--- config.mk ---
export PLATFORM = sky130hd
export DESIGN_NAME = fifo_wr_arbiter_flat
export DESIGN_NICKNAME = d
export VERILOG_FILES = /design/src/rtl/fifo_wr_arbiter_if.sv /design/src/rtl/fifo_wr_arbiter.sv /design/src/flat_wrapper.sv
export SDC_FILE = /design/constraint.sdc
export NUM_CORES = 1
export LEC_CHECK = 0
export ABC_AREA = 1
export BUFFER_PORTS_ARGS = -buffer_cell sky130_fd_sc_hd__buf_4
export CORE_ASPECT_RATIO = 0.75
export CORE_MARGIN = 2
export CORE_UTILIZATION = 50
export CTS_BUF_LIST = sky130_fd_sc_hd__clkbuf_4
export CTS_CLUSTER_SIZE = 12
export DETAILED_ROUTE_END_ITERATION = 12
export GPL_TIMING_DRIVEN = 1
export PLACE_DENSITY = 0.89
export SYNTH_ARGS = -nofsm -noshare
export SYNTH_HDL_FRONTEND = slang
export SYNTH_SLANG_ARGS = --single-unit
--- constraint.sdc ---
create_clock -name clk -period 7.1 [get_ports clk]
set_input_delay 0.355 -clock clk [delete_from_list [all_inputs] [get_ports clk]]
set_output_delay 0.355 -clock clk [all_outputs]
set_load 0.01 [all_outputs]
--- src/rtl/fifo_wr_arbiter_if.sv ---
// Handshake bundle between NREQ packet sources, the write arbiter and the FIFO write port.
// Latency: none (wires only).
// Backpressure: src_ready and fifo_wr_full carry it; this file holds no logic.
// Ports: req/req_len/src_valid/src_data/fifo_wr_full flow towards the arbiter;
//        src_ready/gnt/cur_id/busy/fifo_wr_en/fifo_wr_data flow out of it.
//        master = requesters + FIFO side, slave = arbiter.
interface fifo_wr_arbiter_if #(
  parameter int WIDTH = 16,
  parameter int NREQ  = 4,
  parameter int LEN_W = 4,
  parameter int IDW   = 2
) ();
  logic [NREQ-1:0]       req;
  logic [NREQ*LEN_W-1:0] req_len;
  logic [NREQ-1:0]       src_valid;
  logic [NREQ*WIDTH-1:0] src_data;
  logic [NREQ-1:0]       src_ready;
  logic [NREQ-1:0]       gnt;
  logic [IDW-1:0]        cur_id;
  logic                  busy;
  logic                  fifo_wr_en;
  logic [WIDTH-1:0]      fifo_wr_data;
  logic                  fifo_wr_full;

  modport master (
    output req, req_len, src_valid, src_data, fifo_wr_full,
    input  src_ready, gnt, cur_id, busy, fifo_wr_en, fifo_wr_data
  );

  modport slave (
    input  req, req_len, src_valid, src_data, fifo_wr_full,
    output src_ready, gnt, cur_id, busy, fifo_wr_en, fifo_wr_data
  );
endinterface

--- src/rtl/fifo_wr_arbiter.sv ---
// Packet-level round-robin arbiter sharing one FIFO write port among NREQ sources.
// Latency: grant one cycle after req in IDLE; beats pass combinationally to the FIFO.
// Backpressure: fifo_wr_full drops src_ready/fifo_wr_en in the same cycle; grant held until last beat.
// Ports: clk, rst (sync, active high), bus (slave side of fifo_wr_arbiter_if).
module fifo_wr_arbiter #(
  parameter int WIDTH = 16,
  parameter int NREQ  = 4,
  parameter int LEN_W = 4,
  parameter int IDW   = 2
) (
  input  logic               clk,
  input  logic               rst,
  fifo_wr_arbiter_if.slave   bus
);

  typedef enum logic {IDLE, XFER} state_t;

  state_t            state_q, state_d;
  logic [NREQ-1:0]   gnt_q, gnt_d;
  logic [IDW-1:0]    cur_id_q, cur_id_d;
  logic [IDW-1:0]    last_q, last_d;
  logic [LEN_W:0]    beats_left_q, beats_left_d;

  logic              cur_valid;
  logic [WIDTH-1:0]  cur_data;
  logic              beat;
  logic              found;
  logic [IDW-1:0]    sel;
  logic [LEN_W-1:0]  sel_len;
  logic [NREQ-1:0]   src_ready_c;

  // Mux the granted source's valid/data; constant indices keep the selects clean.
  always_comb begin
    cur_valid = 1'b0;
    cur_data  = '0;
    for (int i = 0; i < NREQ; i++) begin
      if (cur_id_q == IDW'(i)) begin
        cur_valid = bus.src_valid[i];
        cur_data  = bus.src_data[i*WIDTH +: WIDTH];
      end
    end
  end

  // Round-robin pick: first requester at or after last+1, wrapping modulo NREQ.
  // Outer loop walks priority distance, inner loop matches the index.
  always_comb begin
    found   = 1'b0;
    sel     = last_q;
    sel_len = '0;
    for (int k = 1; k <= NREQ; k++) begin
      for (int i = 0; i < NREQ; i++) begin
        if (!found && bus.req[i] && (i == (int'(last_q) + k) % NREQ)) begin
          found   = 1'b1;
          sel     = IDW'(i);
          sel_len = bus.req_len[i*LEN_W +: LEN_W];
        end
      end
    end
  end

  // A full flag turns a would-be beat (including the last one) into a stall.
  assign beat = (state_q == XFER) && cur_valid && !bus.fifo_wr_full;

  always_comb begin
    src_ready_c = '0;
    if (state_q == XFER && !rst) begin
      for (int i = 0; i < NREQ; i++) begin
        if (cur_id_q == IDW'(i)) begin
          src_ready_c[i] = !bus.fifo_wr_full;
        end
      end
    end
  end

  assign bus.src_ready    = src_ready_c;
  assign bus.fifo_wr_en   = beat && !rst;
  assign bus.fifo_wr_data = cur_data;
  assign bus.gnt          = gnt_q;
  assign bus.cur_id       = cur_id_q;
  assign bus.busy         = (state_q == XFER);

  // Next-state: length is captured once at grant; req/req_len are ignored during XFER.
  always_comb begin
    state_d      = state_q;
    gnt_d        = gnt_q;
    cur_id_d     = cur_id_q;
    last_d       = last_q;
    beats_left_d = beats_left_q;
    case (state_q)
      IDLE: begin
        if (found) begin
          state_d      = XFER;
          gnt_d        = NREQ'(1) << sel;
          cur_id_d     = sel;
          last_d       = sel;
          // One extra bit so a length field of all ones yields 2^LEN_W beats.
          beats_left_d = {1'b0, sel_len} + (LEN_W+1)'(1);
        end
      end
      XFER: begin
        if (beat) begin
          if (beats_left_q == (LEN_W+1)'(1)) begin
            state_d      = IDLE;
            gnt_d        = '0;
            beats_left_d = '0;
          end else begin
            beats_left_d = beats_left_q - (LEN_W+1)'(1);
          end
        end
      end
      default: state_d = IDLE;
    endcase
  end

  // last resets to NREQ-1 so requester 0 wins first.
  always_ff @(posedge clk) begin
    if (rst) begin
      state_q      <= IDLE;
      gnt_q        <= '0;
      cur_id_q     <= '0;
      last_q       <= IDW'(NREQ - 1);
      beats_left_q <= '0;
    end else begin
      state_q      <= state_d;
      gnt_q        <= gnt_d;
      cur_id_q     <= cur_id_d;
      last_q       <= last_d;
      beats_left_q <= beats_left_d;
    end
  end

endmodule

--- src/flat_wrapper.sv ---
// flat-port wrapper written by rule: the top's interface ports become plain ports
module fifo_wr_arbiter_flat 
#(
  parameter int WIDTH = 16,
  parameter int NREQ  = 4,
  parameter int LEN_W = 4,
  parameter int IDW   = 2
)
  (clk, rst, bus_req, bus_req_len, bus_src_valid, bus_src_data, bus_fifo_wr_full, bus_src_ready, bus_gnt, bus_cur_id, bus_busy, bus_fifo_wr_en, bus_fifo_wr_data);
  fifo_wr_arbiter_if #(.WIDTH(WIDTH), .NREQ(NREQ), .LEN_W(LEN_W), .IDW(IDW)) bus_i ();
  input  logic clk;
  input  logic rst;
  input wire logic [$bits(bus_i.req)-1:0] bus_req;
  input wire logic [$bits(bus_i.req_len)-1:0] bus_req_len;
  input wire logic [$bits(bus_i.src_valid)-1:0] bus_src_valid;
  input wire logic [$bits(bus_i.src_data)-1:0] bus_src_data;
  input wire logic [$bits(bus_i.fifo_wr_full)-1:0] bus_fifo_wr_full;
  output wire logic [$bits(bus_i.src_ready)-1:0] bus_src_ready;
  output wire logic [$bits(bus_i.gnt)-1:0] bus_gnt;
  output wire logic [$bits(bus_i.cur_id)-1:0] bus_cur_id;
  output wire logic [$bits(bus_i.busy)-1:0] bus_busy;
  output wire logic [$bits(bus_i.fifo_wr_en)-1:0] bus_fifo_wr_en;
  output wire logic [$bits(bus_i.fifo_wr_data)-1:0] bus_fifo_wr_data;
  assign bus_i.req = bus_req;
  assign bus_i.req_len = bus_req_len;
  assign bus_i.src_valid = bus_src_valid;
  assign bus_i.src_data = bus_src_data;
  assign bus_i.fifo_wr_full = bus_fifo_wr_full;
  assign bus_src_ready = bus_i.src_ready;
  assign bus_gnt = bus_i.gnt;
  assign bus_cur_id = bus_i.cur_id;
  assign bus_busy = bus_i.busy;
  assign bus_fifo_wr_en = bus_i.fifo_wr_en;
  assign bus_fifo_wr_data = bus_i.fifo_wr_data;
  fifo_wr_arbiter #(.WIDTH(WIDTH), .NREQ(NREQ), .LEN_W(LEN_W), .IDW(IDW)) u_core (.clk(clk), .rst(rst), .bus(bus_i));
endmodule
# Word level (Yosys, flattened, before mapping)
# Cells that the tools add are included.
[word_totals]
reg_bits = 14
inputBits = 91
output_inout_bits = 28
word_cells = 173
[classes]
addsub = 6
n_eq_ne = 19
shifts = 1
muxes = 73
n_bitwise = 5
n_reduce_logical = 64
[op_table]
columns = ["operator", "n"]
rows = [
  ["32-bit logical NOT", 4],
  ["4-bit two-way mux", 20],
  ["16-bit two-way mux", 4],
  ["1-bit logical AND", 35],
  ["2-bit two-way mux", 16],
  ["1-bit two-way mux", 27],
  ["3-bit == test, first input constant", 8],
  ["1-bit logical NOT", 17],
  ["5-bit two-way mux", 3],
  ["2-bit by 3-bit == test with 1-bit output, first input constant", 4],
  ["5-bit one-hot mux with 2 select lines", 1],
  ["4-bit one-hot mux with 2 select lines", 1],
  ["2-bit OR reduction", 4],
  ["4-bit by 1-bit adder with 5-bit output, second input constant", 1],
  ["5-bit by 1-bit == test with 1-bit output, second input constant", 1],
  ["5-bit by 1-bit subtractor with 5-bit output, second input constant", 1],
  ["2-bit by 1-bit adder with 2-bit output, second input constant", 2],
  ["2-bit adder, second input constant", 2],
  ["1-bit bitwise AND, first input constant", 4],
  ["2-bit == test, second input constant", 2],
  ["2-bit != test, second input constant", 2],
  ["2-bit AND reduction", 2],
  ["1-bit by 2-bit left shift with 4-bit output, first input constant", 1],
  ["3-bit AND reduction", 1],
  ["5 further kinds", 5],
]

# Longest topological paths before layout
[depth]
depth_word = 69
depth_mapped = 22
depth_no_buf = 21

# Least setup slack after synthesis
# OpenSTA, ideal clock, no wires.
[synth_path]
path_kind = "reg-to-reg"
start = "register u_core.last_q[0]"
end = "register u_core.beats_left_q[1]"
setup_time_ns = 0.120
arrival_time_ns = 2.277
required_ns = 6.980
setup_slack_ns = 4.704
stages_incl_launch_ff = 17
n_path_buf = 1
synth_period_minus_slack_ns = 2.396
cell_sequence = "dfxtp_1 buf_4 nand3_1 nand3_4 nor2_8 nand4_4 nor2_4 nand4_4 nor2_8 nand4_2 inv_1 nand2_1 nand2_1 nand2_2 ha_1 a21oi_1 a21oi_1"
[synth_between]
elab_chain_cells = 69
elab_cells_between_ends = 111
cone_classes = "add/sub: 5; eq/ne: 13; mux: 34; bitwise: 4; reduce/logical: 55"
[synth_rtl]
columns = ["item", "line_no", "source"]
rows = [
  ["start, declared", "fifo_wr_arbiter.sv:21", "logic [IDW-1:0] last_q, last_d;"],
  ["start signal, assigned", "fifo_wr_arbiter.sv:121", "last_q <= IDW'(NREQ - 1);"],
  ["start signal, assigned", "fifo_wr_arbiter.sv:127", "last_q <= last_d;"],
  ["2-bit by 1-bit adder with 2-bit output", "fifo_wr_arbiter.sv:52", "if (!found && bus.req[i] && (i == (int'(last_q) + k) % NREQ)) begin"],
  ["2-bit OR reduction (no line)", "-", ""],
  ["1-bit bitwise AND (no line)", "-", ""],
  ["32-bit logical NOT", "fifo_wr_arbiter.sv:52", ""],
  ["1-bit logical AND", "fifo_wr_arbiter.sv:52", ""],
  ["1-bit two-way mux", "fifo_wr_arbiter.sv:52", ""],
  ["1-bit logical NOT", "fifo_wr_arbiter.sv:52", ""],
  ["1-bit logical AND (2 in series)", "fifo_wr_arbiter.sv:52", ""],
  ["(+50 left out)", "-", ""],
  ["1-bit logical AND (2 in series)", "fifo_wr_arbiter.sv:52", ""],
  ["1-bit two-way mux", "fifo_wr_arbiter.sv:52", ""],
  ["1-bit logical NOT", "fifo_wr_arbiter.sv:52", ""],
  ["1-bit logical AND (2 in series)", "fifo_wr_arbiter.sv:52", ""],
  ["4-bit two-way mux", "fifo_wr_arbiter.sv:52", ""],
  ["4-bit by 1-bit adder with 5-bit output", "fifo_wr_arbiter.sv:97", "beats_left_d = {1'b0, sel_len} + (LEN_W+1)'(1);"],
  ["5-bit two-way mux", "fifo_wr_arbiter.sv:91", "if (found) begin"],
  ["5-bit one-hot mux with 2 select lines", "fifo_wr_arbiter.sv:89", "case (state_q)"],
  ["end signal, assigned", "fifo_wr_arbiter.sv:128", "beats_left_q <= beats_left_d;"],
  ["end, declared", "fifo_wr_arbiter.sv:22", "logic [LEN_W:0] beats_left_q, beats_left_d;"],
]
# Parallel ways exist; a longest one is shown, timed or not. The select of a mux whose other input is x is not followed.
# A chain may end at the register's enable or synchronous reset.

# Worst setup path in the final report
[layout_path]
start = "register u_core.last_q[0]"
end = "register u_core.beats_left_q[2]"
# The elaborated chain is that of the path after synthesis.

==> summary.txt <==
Outcome
  – Status: finished, final reports clean

Detailed routing
  – Initial DRC count: about 270
  – Vias/cell: ~5.6
  – Via Count: approximately 3100
  – Total wire length: around 7700 um
  – DRC Markers: 0
  – Antenna-violating nets left: 0
  – Wire per inst: between 10 and 15 um
  – TritonRoute pass-1 iters: 6

Power
  – Power share of the combinational group: 0.687
  – Pwr dens: between 150 and 200 nW/um^2
  – Sw Share: 0.4789
  – Clock power share: 0.095
  – Peak supply drop: 86.67 uV
  – Seq pwr share: 0.218
  – Int Power: 253.1 uW
  – Leakage power: between 0.0015 and 0.002 uW
  – Psw: between 200 and 250 uW

Clock network
  – CTS tree: done
  – Post-cts sizing count: 0
  – Setup bufs post-CTS: 0
  – Root Driver: clkbuf_4
  – Hold-fix buffers, CTS: 0
  – Clock buffer depth: 2
  – H-tree Lvls: 1
  – # clock sinks: 14
  – Number of buffers created by CTS: 3
  – Worst-Skew Late Latency: ~0.28 ns
  – Clk slew on worst S/H paths: around 0.090 ns

Setup path
  – CP cell instances: nor2_1 > nand2_2 > nand3_4 > nor2_8 > nand4_4 > nor2_4 > nand4_4 > nor2_8 > nand4_2 > inv_1 > nand2_1 > nand2_1 > nand2_2 > ha_1 > a21oi_1 > o21ai_0 > a21oi_1
  – Crit path max-delay cell type: dfxtp_1
  – Critical Path End Type: flop
  – Slowest cell delay on critical path: 0.56 ns
  – Worst endpoint required time: about 7.3 ns
  – Startpoint types: flop
  – Worst setup path category: flop to flop
  – Crit path DAT: approximately 3.2 ns
  – Critical path fanouts, max: 11

Logic synthesis
  – Synth unique cells: 31
  – Synth cell count leaders: nand2_1, nor2_1, nand3_1
  – Top post-synthesis cells by area: nand2_1, dfxtp_1, nand3_1
  – Number of synthesized flops with an enable pin: 0
  – Synth Net Count: 480
  – Synth Register Bits: 14
  – Post-synth ARST share: 0
  – Post-Syn Area: approximately 2100 um^2
  – Post-Synthesis Cells: between 300 and 400
  – Ys flop type: dfxtp_1
  – Largest area contributor in the netlist: nand2_1
  – YS warnings: 0
  – Syn avg cell area: about 5.5 um^2
  – Share of the synthesized area in the top cell type: 0.1678
  – Most frequent cell after synthesis: nand2_1
  – Post-synthesis sequential area ratio: 0.1319

Global routing
  – Vias in the first global route: approximately 2700
  – Initial antenna violation count: 0
  – Aggregate global routing overflow: 0
  – Largest net degree at the start of global routing: 24
  – GRT Total Usage: 0.3113
  – First-pass GRT wire length: 12000 um

STA
  – RSZ-0062 raised after global routing: no
  – Worst-Margin Slew: roughly 1.2 ns
  – Clock Skews: 0.005037 ns
  – Peak Freq: 331.2 MHz
  – Max Slew Vio Count: 0
  – Final Hold Fails: 0
  – Setup TNS: 0 ns
  – Fin crit share: 0.4252
  – Hold_ws: 0.3031 ns
  – Finish-stage setup viols: 0
  – Slew margin rel.: 0.2266
  – Tmin final: 3.019 ns

Die
  – Die ar.: roughly 4800 um^2
  – Die Y: 60.45 um
  – Io pins: ~120
  – Row cnt: 20
  – Core Area: 4054 um^2
  – Starting density of the core: 0.5241
  – Die X: 79.27 um

Final layout
  – N_diodes: 0
  – Share of layout cells above drive strength 1: 0.2900
  – Final net count: about 600
  – Layout Area Growth over Synthesis: 44.76%
  – Final Non-Filler Cells: between 500 and 600

Min path
  – Hold Path Class: input pin to flop

Placement
  – Port Buffers: 118
  – GP Congestion: around 1.0
  – Placed wire-length estimate: about 6400 um
  – Placed cell count: 551

Flow run
  – Max-cap violation count: 0
-- sequential cells by signal (all words and copies together) (netlist names) --
name and count:
u_core.beats_left_q 5, u_core.bus.cur_id 2, u_core.bus.busy 1, u_core.bus.gnt 4, u_core.last_q 2
-- metrics by stage --
step	setup WS [ns]	total power, uW	cell area [um^2]	util
floorplan	4.704	305.6	2125	-
global placement	4.321	427.4	3049	0.7522
detailed placement	4.180	434.2	3049	0.7522
CTS	4.151	480.9	3075	0.7586
global route	3.839	526.6	3075	0.7586
finish	4.081	485.7	3075	0.7586
-- layout by cell type (no fill, tap or decap), types with 3 or more instances in the layout --
cell type	n
nand4_1	19
nand3_1	53
a21oi_1	30
xor2_1	3
clkinv_1	3
o21ai_0	10
nand2_1	95
nand4_4	3
clkbuf_4	3
dfxtp_1	14
nor3_1	4
ha_1	3
a221oi_1	8
nor2_4	3
inv_1	47
nand2_2	4
inv_2	4
nor2_1	59
buf_4	119
-- area by class of cell --
class	count	area (um^2)
flip-flops and latches	14	280.3
clock inverters	1	3.754
fillers	334	978.4
clock buffers	3	22.52
repair buffers	119	893.4
inverters	53	198.9
well taps	55	68.82
multi-input cells	310	1608
-- critical path, delay by kind of cell (launching register included) --
| kind | cells | cell delay (ns) |
|---|---|---|
| AO/OA/AOI/OAI | 3 | 0.36 |
| buffers and inverters | 1 | 0.15 |
| adder cells (fa/ha/maj) | 1 | 0.21 |
| AND/OR/NAND/NOR | 12 | 1.68 |
| flip-flops | 1 | 0.56 |
-- power groups by stage --
| stage | Combinational [uW] | Sequential [uW] | Clock, uW |
|---|---|---|---|
| after detailed placement | 327 | 107 | 0 |
| final | 334 | 106 | 46.4 |
| after floorplan | 204 | 101 | 0 |
| after global placement | 321 | 107 | 0 |
| after global routing | 366 | 107 | 52.9 |
| after CTS | 329 | 105 | 46.7 |
-- cell families after synthesis --
kind of cell | count (synthesis) | share of synthesized area
simple gates | 249 | 0.5713
buf+inv | 62 | 0.1113
compound gates | 55 | 0.1555
flops | 14 | 0.1319
xor+xnor | 3 | 0.01237
fa+ha+maj | 3 | 0.01767
-- layer usage --
metal | GRT usage | vias to the layer above | wire [um]
li1 | - | 1522 | -
met1 | 0.4472 | 1346 | 3337
met5 | 0 | - | 0
met3 | 0.06250 | 6 | 882
met2 | 0.5036 | 207 | 3449
met4 | 0.03695 | 0 | 59
-- worst paths after layout --
kind | start | endpoint | slack [ns] | cells after the start
max | u_core.last_q[0] | u_core.beats_left_q[2] | 4.08 | 17
min | rst | u_core.bus.gnt[2] | 0.30 | 2
max reg2reg | u_core.last_q[0] | u_core.beats_left_q[2] | 4.08 | 17
min reg2reg | u_core.bus.gnt[2] | u_core.bus.gnt[2] | 0.47 | 2
(Power assumes the default switching activity.)
